## config.mk

```make
export PLATFORM = sky130hd
export DESIGN_NAME = digit_ring_rotator
export DESIGN_NICKNAME = d
export VERILOG_FILES = /design/src/rtl/digit_ring_pkg.sv /design/src/rtl/ring_tick_gen.sv /design/src/rtl/digit_ring_rotator.sv
export SDC_FILE = /design/constraint.sdc
export NUM_CORES = 1
export LEC_CHECK = 0
export BUFFER_PORTS_ARGS = -buffer_cell sky130_fd_sc_hd__clkbuf_2
export CAP_MARGIN = 40
export CORE_MARGIN = 2
export CORE_UTILIZATION = 46
export DETAILED_ROUTE_END_ITERATION = 6
export PLACE_DENSITY_LB_ADDON = 0.1
export SYNTH_ARGS = -nofsm -noshare
export SYNTH_HDL_FRONTEND = slang
export SYNTH_SLANG_ARGS = --single-unit
```

## constraint.sdc

```tcl
create_clock -name clk -period 2.5 [get_ports clk]
set_input_delay 0.5 -clock clk [delete_from_list [all_inputs] [get_ports clk]]
set_output_delay 0.5 -clock clk [all_outputs]
set_load 0.05 [all_outputs]
```

## src/rtl/digit_ring_pkg.sv

```systemverilog
// Shared defaults and the reset-pattern helper for the digit ring rotator.
// The optional key synchroniser is enabled with the DIGIT_RING_KEY_SYNC_EN macro.
package digit_ring_pkg;

  localparam int DEF_NUM_DIGITS = 10;
  localparam int DEF_WIN        = 4;
  localparam int DEF_DIGIT_W    = 4;
  localparam int DEF_TICK_DIV   = 50_000_000;

  // Reset value of digit idx: its index, truncated to the digit width.
  function automatic int resetDigit(input int idx, input int width);
    if (width >= 31) return idx;
    return idx % (1 << width);
  endfunction

endpackage

```

## src/rtl/ring_tick_gen.sv

```systemverilog
// Auto-rotate tick generator: counts 0..TICK_DIV-1 while enabled, ticks on the last count.
// Clear or disable drops any partial count so a fresh run always takes TICK_DIV clocks.
module ring_tick_gen #(
  parameter int TICK_DIV = 50_000_000
) (
  input  logic clk,
  input  logic reset,
  input  logic i_enable,
  input  logic i_clear,
  output logic o_tick
);

  localparam int CNT_W = (TICK_DIV > 1) ? $clog2(TICK_DIV) : 1;
  localparam logic [CNT_W-1:0] CNT_MAX = CNT_W'(TICK_DIV - 1);

  logic [CNT_W-1:0] r_count;
  logic             w_atMax;

  assign w_atMax = (r_count == CNT_MAX);
  assign o_tick  = i_enable & w_atMax;

  always_ff @(posedge clk) begin
    if (reset || i_clear || !i_enable) begin
      r_count <= '0;
    end else if (w_atMax) begin
      r_count <= '0;
    end else begin
      r_count <= r_count + 1'b1;
    end
  end

endmodule

```

## src/rtl/digit_ring_rotator.sv

```systemverilog
// Digit ring rotator: a ring of digits stepped by key edges or an auto-rotate tick.
// Define DIGIT_RING_KEY_SYNC_EN to pass key through a 2-flop synchroniser first.
module digit_ring_rotator
  import digit_ring_pkg::*;
#(
  parameter int NUM_DIGITS = DEF_NUM_DIGITS,
  parameter int WIN        = DEF_WIN,
  parameter int DIGIT_W    = DEF_DIGIT_W,
  parameter int TICK_DIV   = DEF_TICK_DIV
) (
  input  logic                            clk,
  input  logic                            reset,
  input  logic                            key,
  input  logic                            key_enable,
  input  logic                            up,
  input  logic                            rotate,
  input  logic                            load,
  input  logic [NUM_DIGITS*DIGIT_W-1:0]   load_data,
  output logic [WIN*DIGIT_W-1:0]          d_out,
  output logic [$clog2(NUM_DIGITS)-1:0]   pos,
  output logic                            step_pulse
);

  localparam int RING_W = NUM_DIGITS * DIGIT_W;
  localparam int POS_W  = $clog2(NUM_DIGITS);
  localparam logic [POS_W-1:0] POS_MAX = POS_W'(NUM_DIGITS - 1);

  logic [RING_W-1:0] r_ring;
  logic [POS_W-1:0]  r_pos;
  logic              r_keyQ;
  logic              r_stepPulse;
  logic [RING_W-1:0] w_resetImage;
  logic              w_keyIn;
  logic              w_keyRise;
  logic              w_tick;
  logic              w_step;

  always_comb begin
    w_resetImage = '0;
    for (int i = 0; i < NUM_DIGITS; i++) begin
      w_resetImage[(NUM_DIGITS-1-i)*DIGIT_W +: DIGIT_W] = DIGIT_W'(resetDigit(i, DIGIT_W));
    end
  end

`ifdef DIGIT_RING_KEY_SYNC_EN
  logic r_keySync1;
  logic r_keySync2;

  // Flops preset high so a key held through reset never looks like a fresh press.
  always_ff @(posedge clk) begin
    if (reset) begin
      r_keySync1 <= 1'b1;
      r_keySync2 <= 1'b1;
    end else begin
      r_keySync1 <= key;
      r_keySync2 <= r_keySync1;
    end
  end

  assign w_keyIn = r_keySync2;
`else
  assign w_keyIn = key;
`endif

  assign w_keyRise = w_keyIn & ~r_keyQ;
  assign w_step    = (rotate & w_tick) | (~rotate & key_enable & w_keyRise);

  ring_tick_gen #(
    .TICK_DIV (TICK_DIV)
  ) u_tickGen (
    .clk      (clk),
    .reset    (reset),
    .i_enable (rotate),
    .i_clear  (load),
    .o_tick   (w_tick)
  );

  // Digit 0 sits in the MSBs, so a left step moves the top digit to the bottom.
  always_ff @(posedge clk) begin
    if (reset) begin
      r_ring      <= w_resetImage;
      r_pos       <= '0;
      r_keyQ      <= 1'b1;
      r_stepPulse <= 1'b0;
    end else begin
      r_keyQ      <= w_keyIn;
      r_stepPulse <= 1'b0;
      if (load) begin
        r_ring <= load_data;
        r_pos  <= '0;
      end else if (w_step) begin
        r_stepPulse <= 1'b1;
        if (up) begin
          r_ring <= {r_ring[RING_W-DIGIT_W-1:0], r_ring[RING_W-1 -: DIGIT_W]};
          r_pos  <= (r_pos == POS_MAX) ? '0 : r_pos + 1'b1;
        end else begin
          r_ring <= {r_ring[DIGIT_W-1:0], r_ring[RING_W-1:DIGIT_W]};
          r_pos  <= (r_pos == '0) ? POS_MAX : r_pos - 1'b1;
        end
      end
    end
  end

  assign d_out      = r_ring[RING_W-1 -: WIN*DIGIT_W];
  assign pos        = r_pos;
  assign step_pulse = r_stepPulse;

endmodule

```

; ---- Yosys cells after proc, flatten, opt, wreduce, memory -nomap -nowiden
; Index checks and enable logic that the tools add are counted.
[word_totals]
reg_bits = 72
[classes]
addsub = 3
n_eq_ne = 2
n_mux = 7
n_bitwise = 8
reduce_logical = 7
[ops]
columns = op, n
row1 = $mux W40, 3
row2 = $add A26 B1 Y26 const B, 1
row3 = $eq A26 B26 Y1 const B, 1
row4 = $mux W4, 3
row5 = $and A1 B1 Y1, 5
row6 = $add A4 B1 Y4 const B, 1
row7 = $eq A4 B4 Y1 const B, 1
row8 = $logic_not A4 Y1, 1
row9 = $reduce_or A2 Y1, 2
row10 = $sub A4 B1 Y4 const B, 1
row11 = $logic_or A1 B1 Y1, 2
row12 = $not A1 Y1, 2
row13 = $reduce_bool A2 Y1, 1
row14 = $logic_not A1 Y1, 1
row15 = $mux W1, 1
row16 = $or A1 B1 Y1, 1

; ---- Logic depth before layout (Yosys ltp)
; Gate-level depths: netlist (run 1).
[depth]
depth_word = 6
ltp_mapped = 8
ltp_nobuf = 6

; ---- Cells and area by module
; A second synthesis (run 1) with hierarchy kept.
[hier_totals]
hier_cells = 467
area_unflattened_um2 = 3945.0
[by_module_without_submodules]
columns = module, instances, cells_per_inst, area_each_um2, seq_area_each_um2
row1 = digit_ring_rotator, 1, 326, 2741.4, 920.9
row2 = ring_tick_gen, 1, 141, 1203.7, 520.5

; ---- Worst setup path after synthesis (run 1)
; OpenSTA, ideal clock, no wires.
[synth_timing]
kind = register to register
from = reg u_tickGen.r_count[15]
to = reg r_ring[25]
setup_ns = 0.120
arrival_ns = 1.855
required_time_ns = 2.380
slack_ns = 0.525
stages_incl_launch_ff = 7
n_path_buf = 2
period_less_slack_ns = 1.975
cell_sequence = dfxtp_1 -> nand4_4 -> or4_4 -> o211a_1 -> buf_6 -> buf_6 -> a211o_1
[synth_via]
elab_chain_cells = 5
[synth_rtl]
columns = item, line
row1 = "start, declared", ring_tick_gen.sv:16  ; logic [CNT_W-1:0] r_count;
row2 = "start signal, assigned", ring_tick_gen.sv:28  ; r_count <= r_count + 1'b1;
row3 = $eq A26 B26 Y1, ring_tick_gen.sv:19  ; assign w_atMax = (r_count == CNT_MAX);
row4 = $and A1 B1 Y1, ring_tick_gen.sv:20  ; assign o_tick = i_enable & w_atMax;
row5 = $and A1 B1 Y1, digit_ring_rotator.sv:66  ; assign w_step = (rotate & w_tick) | (~rotate & key_enable & w_keyRise);
row6 = $or A1 B1 Y1, digit_ring_rotator.sv:66
row7 = $reduce_bool A2 Y1 (no source line), n/a
row8 = "end signal, assigned", digit_ring_rotator.sv:81  ; r_ring <= w_resetImage;
row9 = "end signal, assigned", digit_ring_rotator.sv:89  ; r_ring <= load_data;
row10 = "end signal, assigned", digit_ring_rotator.sv:94  ; r_ring <= {r_ring[RING_W-DIGIT_W-1:0], r_ring[RING_W-1 -: DIGIT_W]};
row11 = "end, declared", digit_ring_rotator.sv:28  ; logic [RING_W-1:0] r_ring;
; Every way passes these cells.
; A chain may end at the register's enable or synchronous reset.

; ---- Worst setup path after layout (run 1)
[layout_timing]
from = reg u_tickGen.r_count[0]
to = reg r_ring[18]
; Same word-level chain as after synthesis.

==> impl_metrics.py, run 1 <==
metrics = {
    "clock_network": {
        "htree_levels": 3,
        "clk_latency_ns": 0.35,
        "cts_inserted_buffers": 9,
        "clkTransAtPathRegs_ns": 0.08,
        "cts-root-buf": "clkbuf_8",
        "clkSinkCount": 72,
        "cts_setup_buffers": 0,
        "clockBufferDepth": 2,
        "tritoncts": "yes",
        "cts_hold_buf": 0,
        "ctsResizeCount": 0,
    },
    "synthesis": {
        "yosysSeqAreaShare": 0.369,
        "syn_nets": 516,
        "synthSimpleGateAreaFrac": 0.208,
        "synth_enable_flop_cells": 0,
        "synth.area.mux_share": 0.167,
        "synth_top_area_frac": 0.369,
        "synth_xor_area_frac": 0.0606,
        "synthArstFlopShare": 0,
        "syn_area_um2": 3900,
        "yosys.area.top_type": "dfxtp_1",
        "synth_top_flop_cell": "dfxtp_1",
        "synth_cell_types": 42,
        "synth_area_leaders": "dfxtp_1, mux2i_1, nor2_1, o21ai_0, a211o_1",
        "synth_seq_cells": 72,
        "synth_compound_area_frac": 0.112,
        "ys_warn_count": 0,
        "synth_top_family_by_area": "simple AND/OR/NAND/NOR gates",
        "syn_area_per_cell_um2": 8.34,
        "synth_adder_area_share": 0.00321,
        "syn-instance-count": 468,
    },
    "worst_setup_path": {
        "cp_slowest_stage_delay_ns": 0.46,
        "r2r_slack_ns": 0.33,
        "r2r-end": "r_ring[18]",
        "cp-startpoint": "u_tickGen.r_count[0]",
        "path_class": "reg -> reg",
        "crit_chain": "ha_1, nand3_1, or4_4, o211a_2, buf_12, a211o_1",
        "critPathTopFamily": "simple AND/OR/NAND/NOR gates",
        "ff2ff_path_depth": 6,
        "path_buf_inv": 1,
        "cpMaxStageDelayCell": "or4_4",
        "worstSetupStartpointType": "flop",
        "crit_path_end_kind": "flop",
        "cp_max_fo": 55,
        "arrival_ns": 2.41,
        "worstReg2RegStart": "u_tickGen.r_count[0]",
        "worstPathRequired_ns": 2.73,
    },
    "worst_hold_path": {
        "hold_class": "in -> reg",
        "holdPathEnd": "r_keyQ",
        "hold_path_startpoint": "key",
        "whs_path_depth": 2,
    },
    "final_layout": {
        "drive_gt1_frac": 0.189,
        "syn_to_final_growth_pct": 12.6,
        "instances_no_fill": 618,
        "final_common_cell": "nor2_1",
        "stdcell_area_um2": 4390,
        "final_nets": 556,
        "diodes": 0,
        "final_cell_mix": "nor2_1, dfxtp_1, clkbuf_2",
    },
    "sta": {
        "worst_pin_slew_ns": 0.548,
        "rsz0062_at_grt": "no",
        "timing_hold_violations_final": 0,
        "tns_ns": 0,
        "setup_viol": 0,
        "fmax_mhz": 460,
        "worst_slack_ns": 0.328,
        "drv_slew": 0,
        "maxSlewHeadroom": 0.631,
        "final.min_clock_period_ns": 2.17,
        "period_share": 0.869,
        "fin_skew_ns": 0.0127,
    },
    "status": {
        "outcome": "completed",
    },
    "floorplanning": {
        "start_util": 0.475,
        "io_pins": 68,
        "die_x_um": 96.1,
        "dieHeight_um": 96.1,
        "core_um2": 8220,
        "row_count": 33,
        "die_area_um2": 9240,
    },
    "grt": {
        "grt-ovfl-total": 0,
        "grt_max_degree": 81,
        "grt_pass1_wl_um": 14000,
        "grt_pass1_vias": 2923,
        "grt_util_all_layers": 0.193,
        "antenna_found_initial": 0,
    },
    "route": {
        "wire_per_inst_um": 13.7,
        "via_per_inst": 5.30,
        "drt_iter0_markers": 212,
        "vias": 3274,
        "firstDrtPassIters": 5,
        "ant_nets": 0,
        "wirelength_um": 8500,
        "drc": 0,
    },
    "power_and_ir_drop": {
        "p_sw_uw": 705,
        "p_int_uw": 1830,
        "ir_worst_vdd_mv": 0.237,
        "power_frac_clock": 0.362,
        "powerDensity_nw_per_um2": 577,
        "leakage_uw": 0.00194,
        "share_comb_of_total_power": 0.147,
        "seqPwrFrac": 0.490,
        "finalPower_uw": 2540,
        "swShare": 0.278,
    },
    "place": {
        "pre_cts_ws_ns": 0.356,
        "dp.cells": 602,
        "placed_cell_area_um2": 4200,
        "hpwl_um": 5790,
        "place.port_buffers": 67,
        "gp_congestion": 0.845,
    },
    "flow_run": {
        "cap_violations": 0,
    },
}
## synthesized netlist by cell type (2+ instances only)
cell      count
or4_1         2
o211a_1       2
nand3_1      13
inv_1         7
mux2i_1      65
and3_1        6
nor3_1        8
nor4_1        3
xnor2_1      13
nand4_1       7
buf_1         4
buf_2         6
clkbuf_1     17
dfxtp_1      72
buf_4        16
o21ai_0      31
and4_1        2
a211o_1      15
nand2_1      34
nand2b_1      2
nor2_1       91
buf_6         5
a21oi_1      15
xor2_1       14
## layout make-up
cell class / instances / area [um^2]
fill: 818 / 3820
multi-input combinational: 341 / 2150
sequential: 72 / 1440
timing repair buffer: 77 / 448
clock buffer: 10 / 138
tap: 105 / 131
clock inverter: 6 / 58.8
inverter: 7 / 26.3
## kinds of logic (layout without fill, tap and decap cells)
family	Yosys count	in the layout
muxes	65	65
AOI/OAI and AO/OA	70	70
DFF	72	72
buffers and inverters	55	100
and+or+nand+nor	178	178
xor gates and xnor gates	27	27
adders and majority gates	1	1
## worst max-delay path by stage
stage                                        to  cells after the start
after global placement                r_ring[8]                      6
after global routing      u_tickGen.r_count[24]                      6
after floorplan                      r_ring[25]                      6
final                                r_ring[18]                      6
after detailed placement             r_ring[18]                      6
after CTS                            r_ring[18]                      6
## registers in the layout (all words and copies together), names as in the netlist
signal and cells:
u_tickGen.r_count 26, r_ring 40, pos 4, r_keyQ 1, step_pulse 1
## per-layer routing
layer	global-route usage	share of wire	routed length [um]
met1	0.288	0.53	4470
met2	0.267	0.41	3510
met3	0.0368	0.048	407
met4	0.0798	0.014	115
met5	0	0	0
## metrics by stage
stage	hold WS [ns]	utilization
2_1_floorplan	0.430	-
3_3_place_gp	0.445	0.511
3_5_place_dp	0.461	0.511
4_1_cts	0.339	0.535
5_1_grt	0.359	0.535
6_report	0.346	0.535
## power groups by stage
| stage | clock network (uW) | registers [uW] | logic [uW] |
|---|---|---|---|
| floorplan | 0 | 1250 | 309 |
| CTS | 944 | 1240 | 376 |
| finish | 920 | 1240 | 374 |
| detailed placement | 0 | 1270 | 375 |
| global route | 1000 | 1250 | 413 |
| global placement | 0 | 1270 | 370 |
Note: power is estimated with default switching activity, not from simulation.
==> inputs of run 2 (changes only) <==
--- a/config.mk
+++ b/config.mk
@@ -7,6 +7,7 @@
 export LEC_CHECK = 0
 export BUFFER_PORTS_ARGS = -buffer_cell sky130_fd_sc_hd__clkbuf_2
 export CAP_MARGIN = 40
+export CORE_ASPECT_RATIO = 0.75
 export CORE_MARGIN = 2
 export CORE_UTILIZATION = 46
 export DETAILED_ROUTE_END_ITERATION = 6
@@ -14,3 +15,4 @@
 export SYNTH_ARGS = -nofsm -noshare
 export SYNTH_HDL_FRONTEND = slang
 export SYNTH_SLANG_ARGS = --single-unit
+export TNS_END_PERCENT = 100
==> run 2 against run 1 <==
First-iteration DRC count up 3.8%. Die area about the same. Sequential power about the same. Worst setup slack better by 0.0051 ns. Critical path depth unchanged. Register-to-register slack about the same. Clock skew down 0.0078 ns. Count of clock-buffer cells in the layout up 3. Highest routed layer unchanged.
==> impl_metrics.py, run 2 (same netlist as run 1, synthesis figures left out) <==
metrics = {
    "power_and_ir_drop": {
        "powerDensity_nw_per_um2": 648,
        "leakage_uw": 0.00197,
        "ir_worst_vdd_mv": 0.295,
    },
    "route": {
        "drc": 0,
        "ant_nets": 0,
        "vias": 3213,
        "highest_layer": "met4",
        "wire_per_inst_um": 14.1,
        "wirelength_um": 8760,
        "firstDrtPassIters": 4,
        "met3_length_um": 479,
        "met1Wirelength_um": 4700,
        "via_per_inst": 5.18,
        "route.met2.wl_um": 3540,
        "drt_iter0_markers": 220,
    },
    "final_layout": {
        "final_cell_mix": "nor2_1, dfxtp_1, clkbuf_2",
        "largest_register_ffs": 40,
        "nFillCells": 775,
        "drive_gt1_frac": 0.184,
        "diodes": 0,
        "final_nets": 555,
        "max_flop_register": "r_ring",
        "syn_to_final_growth_pct": 14.8,
        "final_common_cell": "nor2_1",
    },
    "grt": {
        "grt_util_all_layers": 0.196,
        "grt_pass1_wl_um": 14200,
        "grt_max_degree": 59,
        "antenna_found_initial": 0,
        "grt-ovfl-total": 0,
        "grt_pass1_vias": 2885,
    },
    "clock_network": {
        "htree_levels": 3,
        "cts_inserted_buffers": 9,
        "clockBufferDepth": 2,
        "tritoncts": "yes",
        "cts_setup_buffers": 0,
        "ctsResizeCount": 0,
        "clkTransAtPathRegs_ns": 0.06,
        "cts-root-buf": "clkbuf_16",
        "clkSinkCount": 72,
        "cts_hold_buf": 0,
        "clk_latency_ns": 0.33,
    },
    "sta": {
        "tns_ns": 0,
        "setup_viol": 0,
        "drv_slew": 0,
        "rsz0062_at_grt": "no",
        "fin_skew_ns": 0.00491,
        "holdWs_ns": 0.375,
        "final.min_clock_period_ns": 2.17,
        "fmax_mhz": 461,
        "timing_hold_violations_final": 0,
        "maxSlewHeadroom": 0.606,
        "period_share": 0.867,
        "worst_pin_slew_ns": 0.585,
    },
    "floorplanning": {
        "die_x_um": 110,
        "row_count": 29,
        "core_um2": 8350,
        "start_util": 0.468,
        "dieHeight_um": 83.8,
        "die_area_um2": 9240,
        "io_pins": 68,
    },
    "worst_setup_path": {
        "cp_slowest_stage_delay_ns": 0.47,
        "cp_max_fo": 55,
        "worstSetupStartpointType": "flop",
        "cpMaxStageDelayCell": "or4_4",
        "worstPathRequired_ns": 2.71,
        "path_class": "reg -> reg",
        "arrival_ns": 2.38,
        "critPathTopFamily": "simple AND/OR/NAND/NOR gates",
        "crit_path_end_kind": "flop",
        "crit_chain": "ha_1, nand3_1, or4_4, o211a_2, buf_12, a211o_1",
        "path_buf_inv": 1,
    },
    "place": {
        "place.port_buffers": 67,
        "hpwl_um": 5960,
        "gp_congestion": 0.866,
    },
    "status": {
        "outcome": "completed",
    },
    "flow_run": {
        "cap_violations": 0,
    },
    "worst_hold_path": {
        "hold_class": "in -> reg",
    },
}
[run 2: cell count changes in the layout (fill, tap and decap cells not counted), sizes merged]
cell / delta
buf: -1
clkbuf: +3
clkinv: -3
[run 2: cell type report]
cell class	count	area [um^2]	area share
Clock inverter	3	40.0	0.00894
Multi-Input combinational cell	341	2150	0.480
Timing Repair Buffer	76	428	0.0955
Inverter	7	26.3	0.00586
Sequential cell	72	1440	0.322
Clock buffer	13	260	0.0581
Tap cell	108	135	0.0302
[run 2: per-stage QoR]
step	cells	power, uW	utilization	setup slack [ns]	instance area [um^2]
after floorplan	468	1560	-	0.525	3900
after global placement	604	1640	0.501	0.364	4180
after detailed placement	604	1640	0.501	0.349	4180
after CTS	620	2930	0.537	0.352	4480
after global routing	620	3040	0.537	0.220	4480
final	620	2900	0.537	0.333	4480
[run 2: path summary, 6_finish.rpt]
check	from	to	slack [ns]	cells after the start
worst max-delay path	u_tickGen.r_count[0]	r_ring[10]	0.33	6
worst max register to register	u_tickGen.r_count[0]	r_ring[10]	0.33	6
worst min-delay path	key	r_keyQ	0.37	2
worst min register to register	u_tickGen.r_count[0]	u_tickGen.r_count[0]	0.46	1
[run 2: power breakdown]
group          leakage [uW]  total (uW)  internal (uW)  switching [uW]
Clock              0.000150        1290            824             462
Sequential         0.000589        1250           1200            51.0
Combinational       0.00123         370            150             220
[run 2: layer usage]
metal	GRT usage	vias up
li1	-	1678
met1	0.300	1467
met2	0.267	64
met3	0.0601	4
met4	0.0409	0
met5	0	-
